===== src/rtl/bram_arbiter_2p18x8b.sv =====
// Round-robin arbiter and command sequencer sharing one single-port frame BRAM
// between the image loader (port 0) and the median-filter window fetcher (port 1).
module bram_arbiter_2p18x8b #(
    parameter int ADDR_WIDTH = 18,
    parameter int DATA_WIDTH = 8,
    parameter int RD_LATENCY = 2
) (
    input  logic                  clka,
    input  logic                  rst,
    // Port 0 request / response
    input  logic                  req0_valid,
    output logic                  req0_ready,
    input  logic                  req0_we,
    input  logic [ADDR_WIDTH-1:0] req0_addr,
    input  logic [DATA_WIDTH-1:0] req0_wdata,
    output logic                  rsp0_valid,
    output logic [DATA_WIDTH-1:0] rsp0_data,
    // Port 1 request / response
    input  logic                  req1_valid,
    output logic                  req1_ready,
    input  logic                  req1_we,
    input  logic [ADDR_WIDTH-1:0] req1_addr,
    input  logic [DATA_WIDTH-1:0] req1_wdata,
    output logic                  rsp1_valid,
    output logic [DATA_WIDTH-1:0] rsp1_data,
    // BRAM port A
    output logic                  bram_ena,
    output logic                  bram_wea,
    output logic [ADDR_WIDTH-1:0] bram_addra,
    output logic [DATA_WIDTH-1:0] bram_dina,
    input  logic [DATA_WIDTH-1:0] bram_douta,
    output logic                  busy
);

    // Handshake: a request is accepted on the rising edge where reqN_valid and
    // reqN_ready are both high; the requester holds we/addr/wdata stable until then.
    // Responses are never back-pressured: rspN_valid is a single-cycle pulse.

    logic                  last_q, last_d;    // id of the last granted port
    logic                  grant0, grant1;
    logic                  accept;
    logic                  acc_we;
    logic [ADDR_WIDTH-1:0] acc_addr;
    logic [DATA_WIDTH-1:0] acc_wdata;

    logic                  ena_q, ena_d;
    logic                  wea_q, wea_d;
    logic [ADDR_WIDTH-1:0] addra_q, addra_d;
    logic [DATA_WIDTH-1:0] dina_q, dina_d;

    // Stage 0 travels alongside the command register; stage RD_LATENCY lines up
    // with valid douta.
    logic [RD_LATENCY:0]   tag_vld_q, tag_vld_d;
    logic [RD_LATENCY:0]   tag_id_q, tag_id_d;

    always_comb begin
        grant0    = 1'b0;
        grant1    = 1'b0;
        accept    = 1'b0;
        acc_we    = 1'b0;
        acc_addr  = req0_addr;
        acc_wdata = req0_wdata;
        last_d    = last_q;

        if (!rst) begin
            grant0 = req0_valid && (!req1_valid || last_q);
            grant1 = req1_valid && !grant0;
        end
        accept = grant0 || grant1;

        if (grant1) begin
            acc_we    = req1_we;
            acc_addr  = req1_addr;
            acc_wdata = req1_wdata;
        end else if (grant0) begin
            acc_we    = req0_we;
            acc_addr  = req0_addr;
            acc_wdata = req0_wdata;
        end

        if (accept) begin
            last_d = grant1;
        end
    end

    always_comb begin
        ena_d     = accept;
        wea_d     = accept && acc_we;
        addra_d   = accept ? acc_addr : addra_q;
        dina_d    = accept ? acc_wdata : dina_q;
        tag_vld_d = {tag_vld_q[RD_LATENCY-1:0], accept && !acc_we};
        tag_id_d  = {tag_id_q[RD_LATENCY-1:0], grant1};
    end

    always_ff @(posedge clka) begin
        if (rst) begin
            last_q    <= 1'b1;   // port 0 wins the first contended cycle
            ena_q     <= 1'b0;
            wea_q     <= 1'b0;
            addra_q   <= '0;
            dina_q    <= '0;
            tag_vld_q <= '0;
            tag_id_q  <= '0;
        end else begin
            last_q    <= last_d;
            ena_q     <= ena_d;
            wea_q     <= wea_d;
            addra_q   <= addra_d;
            dina_q    <= dina_d;
            tag_vld_q <= tag_vld_d;
            tag_id_q  <= tag_id_d;
        end
    end

    assign req0_ready = grant0;
    assign req1_ready = grant1;

    assign rsp0_valid = tag_vld_q[RD_LATENCY] && !tag_id_q[RD_LATENCY];
    assign rsp1_valid = tag_vld_q[RD_LATENCY] && tag_id_q[RD_LATENCY];
    assign rsp0_data  = bram_douta;
    assign rsp1_data  = bram_douta;

    assign bram_ena   = ena_q;
    assign bram_wea   = wea_q;
    assign bram_addra = addra_q;
    assign bram_dina  = dina_q;

    assign busy = ena_q || (|tag_vld_q);

endmodule


===== config.mk =====
export PLATFORM = sky130hd
export DESIGN_NAME = bram_arbiter_2p18x8b
export DESIGN_NICKNAME = d
export VERILOG_FILES = /design/src/rtl/bram_arbiter_2p18x8b.sv
export SDC_FILE = /design/constraint.sdc
export NUM_CORES = 1
export LEC_CHECK = 0
export CORE_MARGIN = 8
export CORE_UTILIZATION = 31
export CTS_CLUSTER_SIZE = 10
export DETAILED_ROUTE_END_ITERATION = 16
export PLACE_DENSITY = 0.76
export SETUP_SLACK_MARGIN = 0.05
export SYNTH_ARGS = -nofsm -noshare
export SYNTH_HDL_FRONTEND = slang
export SYNTH_SLANG_ARGS = --single-unit

===== constraint.sdc =====
create_clock -name clka -period 1.57 [get_ports clka]
set_clock_uncertainty 0.2 [all_clocks]
set_input_delay 0.2355 -clock clka [delete_from_list [all_inputs] [get_ports clka]]
set_output_delay 0.2355 -clock clka [all_outputs]
set_load 0.01 [all_outputs]

Word-level counts from Yosys, hierarchy flattened
Index checks and enable logic that the tools add are counted.

word-level totals
  bits of input ports = 66
  memory bits (read-only) = 0
  memories kept = 0
  latch bits = 0
  register bits = 35
  output and inout port bits = 49
  memory bits (writable) = 0

cells by class
  shift operators = 0
  $mul = 0
  add/sub/neg operators = 0
  equal/unequal tests = 0
  reduce and logical (&&, ||, !) cells = 14
  mux-type cells = 6
  bitwise gates (word level) = 0
  divide/modulo/power cells = 0
  magnitude comparators = 0

operators with widths
  kind                count
  2-to-1 mux 18 bit   1
  2-to-1 mux 8 bit    1
  logical AND 1 bit   6
  logical NOT 1 bit   4
  2-to-1 mux 1 bit    4
  logical OR 1 bit    3
  OR reduction 3 bit  1

Longest topological paths before layout
Gate-level depths: netlist of the first run.

  depth in word-level cells = 9
  gate-level depth with buffers = 6
  mapped depth without buffers = 3

Worst setup path after synthesis of the first run
OpenSTA, ideal clock, no wires.

  path type = reg-to-reg
  start point = reg last_q
  end point = reg addra_q[12], in the netlist bram_addra[12]
  setup time = 0.122 ns
  cell stages (with the launch flop) = 6
  setup slack = 0.109 ns
  arrival = 1.140 ns
  cell sequence = dfxtp_1 > a21boi_4 > nor2b_4 > buf_6 > buf_6 > a221o_1

on the way
  cells in the longest elaborated chain, start to end = 6
  elaborated cells between the ends (all ways) = 8

RTL lines
  element                                                       RTL line  text
  start: declaration                                            39        logic last_q, last_d;
  start signal: assignment                                      105       last_q <= last_d;
  logical OR 1 bit *                                            66        grant0 = req0_valid && (!req1_valid || last_q);
  logical AND 1 bit *                                           66
  logical NOT 1 bit *                                           67        grant1 = req1_valid && !grant0;
  logical AND 1 bit *                                           67
  2-to-1 mux 1 bit *                                            65        if (!rst) begin
  via req1_ready                                                20        output logic req1_ready,
  2-to-1 mux 18 bit / logical OR 1 bit (equally long branches)  71, 69
  end signal: assignment                                        108       addra_q <= addra_d;
  end: declaration                                              48        logic [ADDR_WIDTH-1:0] addra_q, addra_d;

Mark *: on every way through the listed nets, which the timed path passes. The rest lies on a longest branch.
A chain may end at the register's enable or synchronous reset.

Final worst setup path of the first run
  start point = reg tag_vld_q[1]
  end point = out busy

on the way
  cells in the longest elaborated chain, start to end = 2

RTL lines
  element                   RTL line  text
  start: declaration        53        logic [RD_LATENCY:0] tag_vld_q, tag_vld_d;
  start signal: assignment  110       tag_vld_q <= tag_vld_d;
  OR reduction 3 bit        128       assign busy = ena_q || (|tag_vld_q);
  logical OR 1 bit          128
  end: declaration          32        output logic busy

Every way passes these cells.

==> results.md, run 1 <==
* Period utilization at 107.2%
* Synthesized area at 1599 um2
* DRT Pass-1 Iters at 4
* Sequential fraction of the synthesis area at 43.82%
* RSZ-0062 raised after global routing: true
* Max-Cap Viols at 0
* Placed Area at 2476 um2
* Initial DRC count at 65
* Commonest non-fill, non-tap cell in the layout: clkdlybuf4s50_1
* Die width at 87.82 um
* GRT Total Usage at 13.22%
* ANT cells at 0
* CTS root buf: clkbuf_8
* Failing checks: setup timing
* Layout Nets at 290
* Distinct cells, synth at 23
* CP endpoint kind: output pin
* PnR worst setup slack at -0.1133 ns
* Worst slew margin at 57.46%
* Synth Net Count at 208
* Placed Cells at 284
* First-pass GRT wire length at 7955 um
* CP arrival at 1.25 ns
* Overall Power at 2.110 mW
* Die area at 7712 um2
* Ports at 115
* CP startpoint kind: flop
* CTS sink count at 35
* Slew @ Worst Pin at 0.6361 ns
* Syn. warnings at 0
* Critical path type: flop to output pin
* CTS clk-pin slew, worst paths at 0.07 ns
* Vias in the first global route at 1530
* Final Instance Area at 2576 um2
* Layout Cells excl Fill at 295
* # DRC at 0
* Largest net degree at the start of global routing at 30
* # setup viols final at 1
* Worst-path fanout max at 2
* CTS tree: built
* Port bufs at 90
* Worst vdd ir at 0.5308 mV
* Hold buffer count at CTS at 0
* Post-Syn Area per Cell at 11.26 um2
* WL/cell at 17.44 um
* Achievable Freq at 0.5941 GHz
* Final Max Tran Viols at 0
* CP Data Required Time at 1.13 ns
* Minimum clock period after layout at 1.683 ns
* Vias at 1501
* Num CTS Buffers at 5
* GPL Wtd Cong at 0.7171
* Standby leakage power at 1.064 nW
* H-tree lvl count at 2
* Starting density of the core at 31.71%
* Clock tree buffer depth at 2
* Result of the run: finished, violations left
* Core area at 5042 um2
* Site Rows at 26
* Critical-path cell list: or4_4, buf_6
* PD cells at 819.0 nW/um2
* Setup TNS at -0.1133 ns
* #FFs+latches synth at 35
* Synth-to-layout area growth at 61.11%
* DR vias/cell at 5.088
* Antenna viol nets, final at 0
* Layout cells sized above 1 at 16.00%
* Final hold vios at 0
* Die Span Y at 87.82 um
* Antenna violations before repair at 0
* Syn Inst Count at 142
* WL final at 5145 um
* Min-delay worst type: input port to flop
* Place WS at -0.6978 ns
* HPWL after detailed placement at 3493 um
* Slowest-stage cell, CP: or4_4
* Most frequent cells in the layout: clkdlybuf4s50_1, dfxtp_1, dlygate4sd2_1
* Slowest stage delay, CP at 0.53 ns
* Grt ovf at 0
* Insertion delay to the later sink of the worst-skew pair at 0.28 ns
==> stage by stage <==
stage | hold slack [ns] | util, %
final | 0.2082 | 51.09
after global routing | 0.2327 | 51.09
after CTS | 0.2019 | 50.52
after detailed placement | 0.2251 | 49.11
after global placement | 0.2175 | 49.11
after floorplan | 0.1724 | -
==> power by group <==
group / total (mW) / switching (mW) / internal [mW]
registers: 0.997 / 0.0373 / 0.959
logic: 0.503 / 0.195 / 0.308
clock network: 0.610 / 0.307 / 0.303
==> state kept, by name (all words and copies together), names as in the netlist <==
signal / cells
tag_vld_q: 3
bram_addra: 18
bram_wea: 1
tag_id_q: 3
bram_ena: 1
last_q: 1
bram_dina: 8
==> final timing paths <==
path                   end         start  depth (start not counted)  slack, ns
max                   busy  tag_vld_q[1]                          2      -0.11
min                 last_q    req1_valid                          3       0.21
max reg2reg  bram_addra[1]        last_q                          4       0.14
min reg2reg    tag_id_q[1]   tag_id_q[0]                          1       0.23
==> timing repair <==
action | CTS | global route
pin swaps | 2 | 3
cloned | 1 | 0
endpoints found under the setup margin | 59 | 31
buffers inserted | 1 | 1
resized for setup | 53 | 7
hold endpoints to repair | 0 | 0
==> worst max-delay path, delay by kind of cell, from the launching register on <==
kind,cells,cell delay [ns]
simple gates,1,0.53
flops,1,0.31
buf+inv,1,0.14
==> cell families after synthesis <==
family,after synthesis,share of synthesized area (%)
AND/OR/NAND/NOR,46,22.54
buffers and inverters,31,15.02
AO/OA/AOI/OAI,30,18.62
flip-flops,35,43.82
==> layer usage <==
layer | GRT usage (%) | part of all wire (%) | wire length, um
met2 | 21.34 | 46 | 2356
met3 | 5.722 | 9.1 | 466
met1 | 15.25 | 44 | 2263
met5 | 0 | 0 | 0
met4 | 4.375 | 1.1 | 59
==> layout make-up <==
type | count | area [um2]
clock buffers | 5 | 68.82
clock inverters | 3 | 15.01
fillers | 469 | 2466
multi-input cells | 77 | 684.4
flip-flops and latches | 35 | 705.7
well taps | 70 | 87.58
repair buffers | 105 | 1015
==> Yosys cell counts (all sizes together) <==
library cell	instances	area (um2)
nand3b	1	7.510
a21oi	1	5.000
nand2b	2	12.51
dfxtp	35	700.7
o21ai	1	5.000
nor2	4	22.52
or2b	1	7.510
clkbuf	1	3.750
nor4b	26	227.7
and2	1	6.260
buf	30	236.5
a32oi	1	8.760
a21boi	1	18.77
a221o	26	260.3
nor2b	7	51.30
nor3	1	10.01
or4	1	7.510
nand2	2	7.510
(Power assumes the default switching activity.)
==> run 2, diff against run 1 <==
--- a/config.mk
+++ b/config.mk
@@ -6,10 +6,10 @@
 export NUM_CORES = 1
 export LEC_CHECK = 0
 export CORE_MARGIN = 8
-export CORE_UTILIZATION = 31
+export CORE_UTILIZATION = 37
 export CTS_CLUSTER_SIZE = 10
 export DETAILED_ROUTE_END_ITERATION = 16
-export PLACE_DENSITY = 0.76
+export PLACE_DENSITY = 0.85
 export SETUP_SLACK_MARGIN = 0.05
 export SYNTH_ARGS = -nofsm -noshare
 export SYNTH_HDL_FRONTEND = slang
==> constraint.sdc (replaced) <==
create_clock -name clka -period 2.01 [get_ports clka]
set_clock_uncertainty 0.2 [all_clocks]
set_input_delay 0.3015 -clock clka [delete_from_list [all_inputs] [get_ports clka]]
set_output_delay 0.3015 -clock clka [all_outputs]
set_load 0.01 [all_outputs]
==> run 2 against run 1 <==
Against the previous run:
- the run now ends clean
- clock-buffer cell count up 1
- sequential share of layout area up 0.10 points
- clock power up 7.7%
- die area down 13%
- register-to-register slack better by 0.29 ns
- routed wire length down 1.5%
- largest power group unchanged
- highest routed layer unchanged
==> results.md, run 2 (synthesis results as in run 1) <==
* Result of the run: complete, no violations
* Worst path buffer plus inverter count at 1
* Initial DRC count at 48
* Ports at 115
* Max-Cap Viols at 0
* Min-delay worst type: flop to flop
* HPWL after detailed placement at 3609 um
* Switching Fraction at 23.61%
* CP arrival at 1.40 ns
* Comb pwr share at 22.2%
* Reg2reg start: last_q
* Placed Cells at 262
* GPL Wtd Cong at 0.6989
* Num CTS Buffers at 5
* CP Data Required Time at 1.51 ns
* Area of the multi-input gates at 680.7 um2
* Slew @ Worst Pin at 0.6146 ns
* Layout Nets at 284
* Critical path type: flop to output pin
* Die area at 6681 um2
* Core area at 4264 um2
* Port bufs at 90
* Slowest stage delay, CP at 0.50 ns
* CTS tree: built
* Grt ovf at 0
* Layout cells sized above 1 at 10.96%
* PnR worst setup slack at 0.1133 ns
* Crit-path leading delay family: simple AND/OR/NAND/NOR gates
* Achievable Freq at 0.5272 GHz
* RSZ-0062 raised after global routing: false
* WL/cell at 18.70 um
* Antenna viol nets, final at 0
* Internal power at 1.411 mW
* Period utilization at 94.36%
* # DRC at 0
* Die Span Y at 81.74 um
* Starting density of the core at 37.50%
* DRT Pass-1 Iters at 4
* Die width at 81.74 um
* Site Rows at 24
* CTS sink count at 35
* Worst vdd ir at 0.2667 mV
* Overall Power at 1.848 mW
* H-tree lvl count at 2
* CP endpoint kind: output pin
* Synth-to-layout area growth at 59.39%
* Critical-path cell list: or4_1, dlygate4sd2_1
* First-pass GRT wire length at 7928 um
* Clock tree buffer depth at 2
* CTS root buf: clkbuf_8
* Most frequent cells in the layout: clkdlybuf4s50_1, dfxtp_1, nor4b_1, a221o_1
* Minimum clock period after layout at 1.897 ns
* Routing usage on met2 at 25.41%
* Largest net degree at the start of global routing at 34
* Commonest non-fill, non-tap cell in the layout: clkdlybuf4s50_1
* Filler Cell Count at 379
* Critical path startpoint: tag_vld_q[2]
* PD cells at 724.9 nW/um2
* GR peak layer: met2
* Sequential cell area at 700.7 um2
* Clk network pwr share at 35.5%
* Met3 usage at 6.783%
* Max reg flops at 18
* DR vias/cell at 5.373
* Hold Crit Start: tag_id_q[0]
* GRT Total Usage at 15.35%
* Vias at 1456
* Standby leakage power at 0.9400 nW
* Place WS at -0.3145 ns
* GR Util met1 at 16.85%
* Sequential share of power at 42.2%
* Insertion delay to the later sink of the worst-skew pair at 0.29 ns
* R2R setup slack at 0.43 ns
* CP startpoint kind: flop
* ANT cells at 0
* Slowest-stage cell, CP: or4_1
* Final hold vios at 0
* Layout Cells excl Fill at 271
* P_sw at 0.4362 mW
* Antenna violations before repair at 0
* CTS clk-pin slew, worst paths at 0.07 ns
* Final Max Tran Viols at 0
* WL final at 5068 um
* # setup viols final at 0
* Vias in the first global route at 1619
* Worst slew margin at 58.89%
* Worst-path fanout max at 3
==> run 2: power by group through the flow <==
stage	clock network, mW	logic, mW	registers (mW)
final	0.657	0.410	0.781
after global placement	0	0.404	0.794
after CTS	0.678	0.416	0.780
after global routing	0.693	0.441	0.787
after floorplan	0	0.172	0.815
after detailed placement	0	0.412	0.794
==> run 2: final cells by class <==
class | instances | share of cell area [%]
Clock buffer | 6 | 3.240
Timing Repair Buffer | 99 | 38.64
Sequential cell | 35 | 27.49
Multi-Input combinational cell | 77 | 26.71
Tap cell | 52 | 2.553
Clock inverter | 2 | 1.375
==> run 2: per-layer routing <==
layer  up-vias  part of all wire (%)
met5         -                     0
met4         0                   1.5
met3        13                    11
met2        76                    47
met1       675                    40
li1        692                     -
==> run 2: what timing repair did <==
item / CTS / global route
gates cloned: 1 / 0
gates resized for setup: 8 / 2
pin swaps: 1 / 0
hold buffers: 0 / 0
endpoints found under the setup margin: 29 / 2
buffers inserted: 0 / 0
hold endpoints to repair: 0 / 0
==> run 2: path summary, 6_finish.rpt <==
kind                   end  depth (start not counted)
max                   busy                          2
min            tag_id_q[1]                          1
max reg2reg  bram_addra[0]                          4
min reg2reg    tag_id_q[1]                          1
==> run 2: worst register-to-register path, stage by stage (launching register included) <==
cell	delay, ns
dfxtp_1	0.42
a21boi_4	0.08
nor2b_4	0.14
buf_4	0.24
a221o_1	0.39
==> run 2: through the flow <==
step                hold WS (ns)  TNS [ns]  utilization [%]  cell area, um2
global route              0.2767         0            59.77            2549
finish                    0.2609         0            59.77            2549
floorplan                 0.2138         0                -            1599
global placement          0.2261    -7.110            56.84            2424
CTS                       0.2652         0            60.01            2559
detailed placement        0.2459    -8.058            56.84            2424
==> run 3, diff against run 2 <==
--- a/config.mk
+++ b/config.mk
@@ -9,6 +9,7 @@
 export CORE_UTILIZATION = 37
 export CTS_CLUSTER_SIZE = 10
 export DETAILED_ROUTE_END_ITERATION = 16
+export HOLD_SLACK_MARGIN = 0.12
 export PLACE_DENSITY = 0.85
 export SETUP_SLACK_MARGIN = 0.05
 export SYNTH_ARGS = -nofsm -noshare
==> results of run 3 <==
Same layout as run 2: the final DEF is identical, and so are final timing and power.
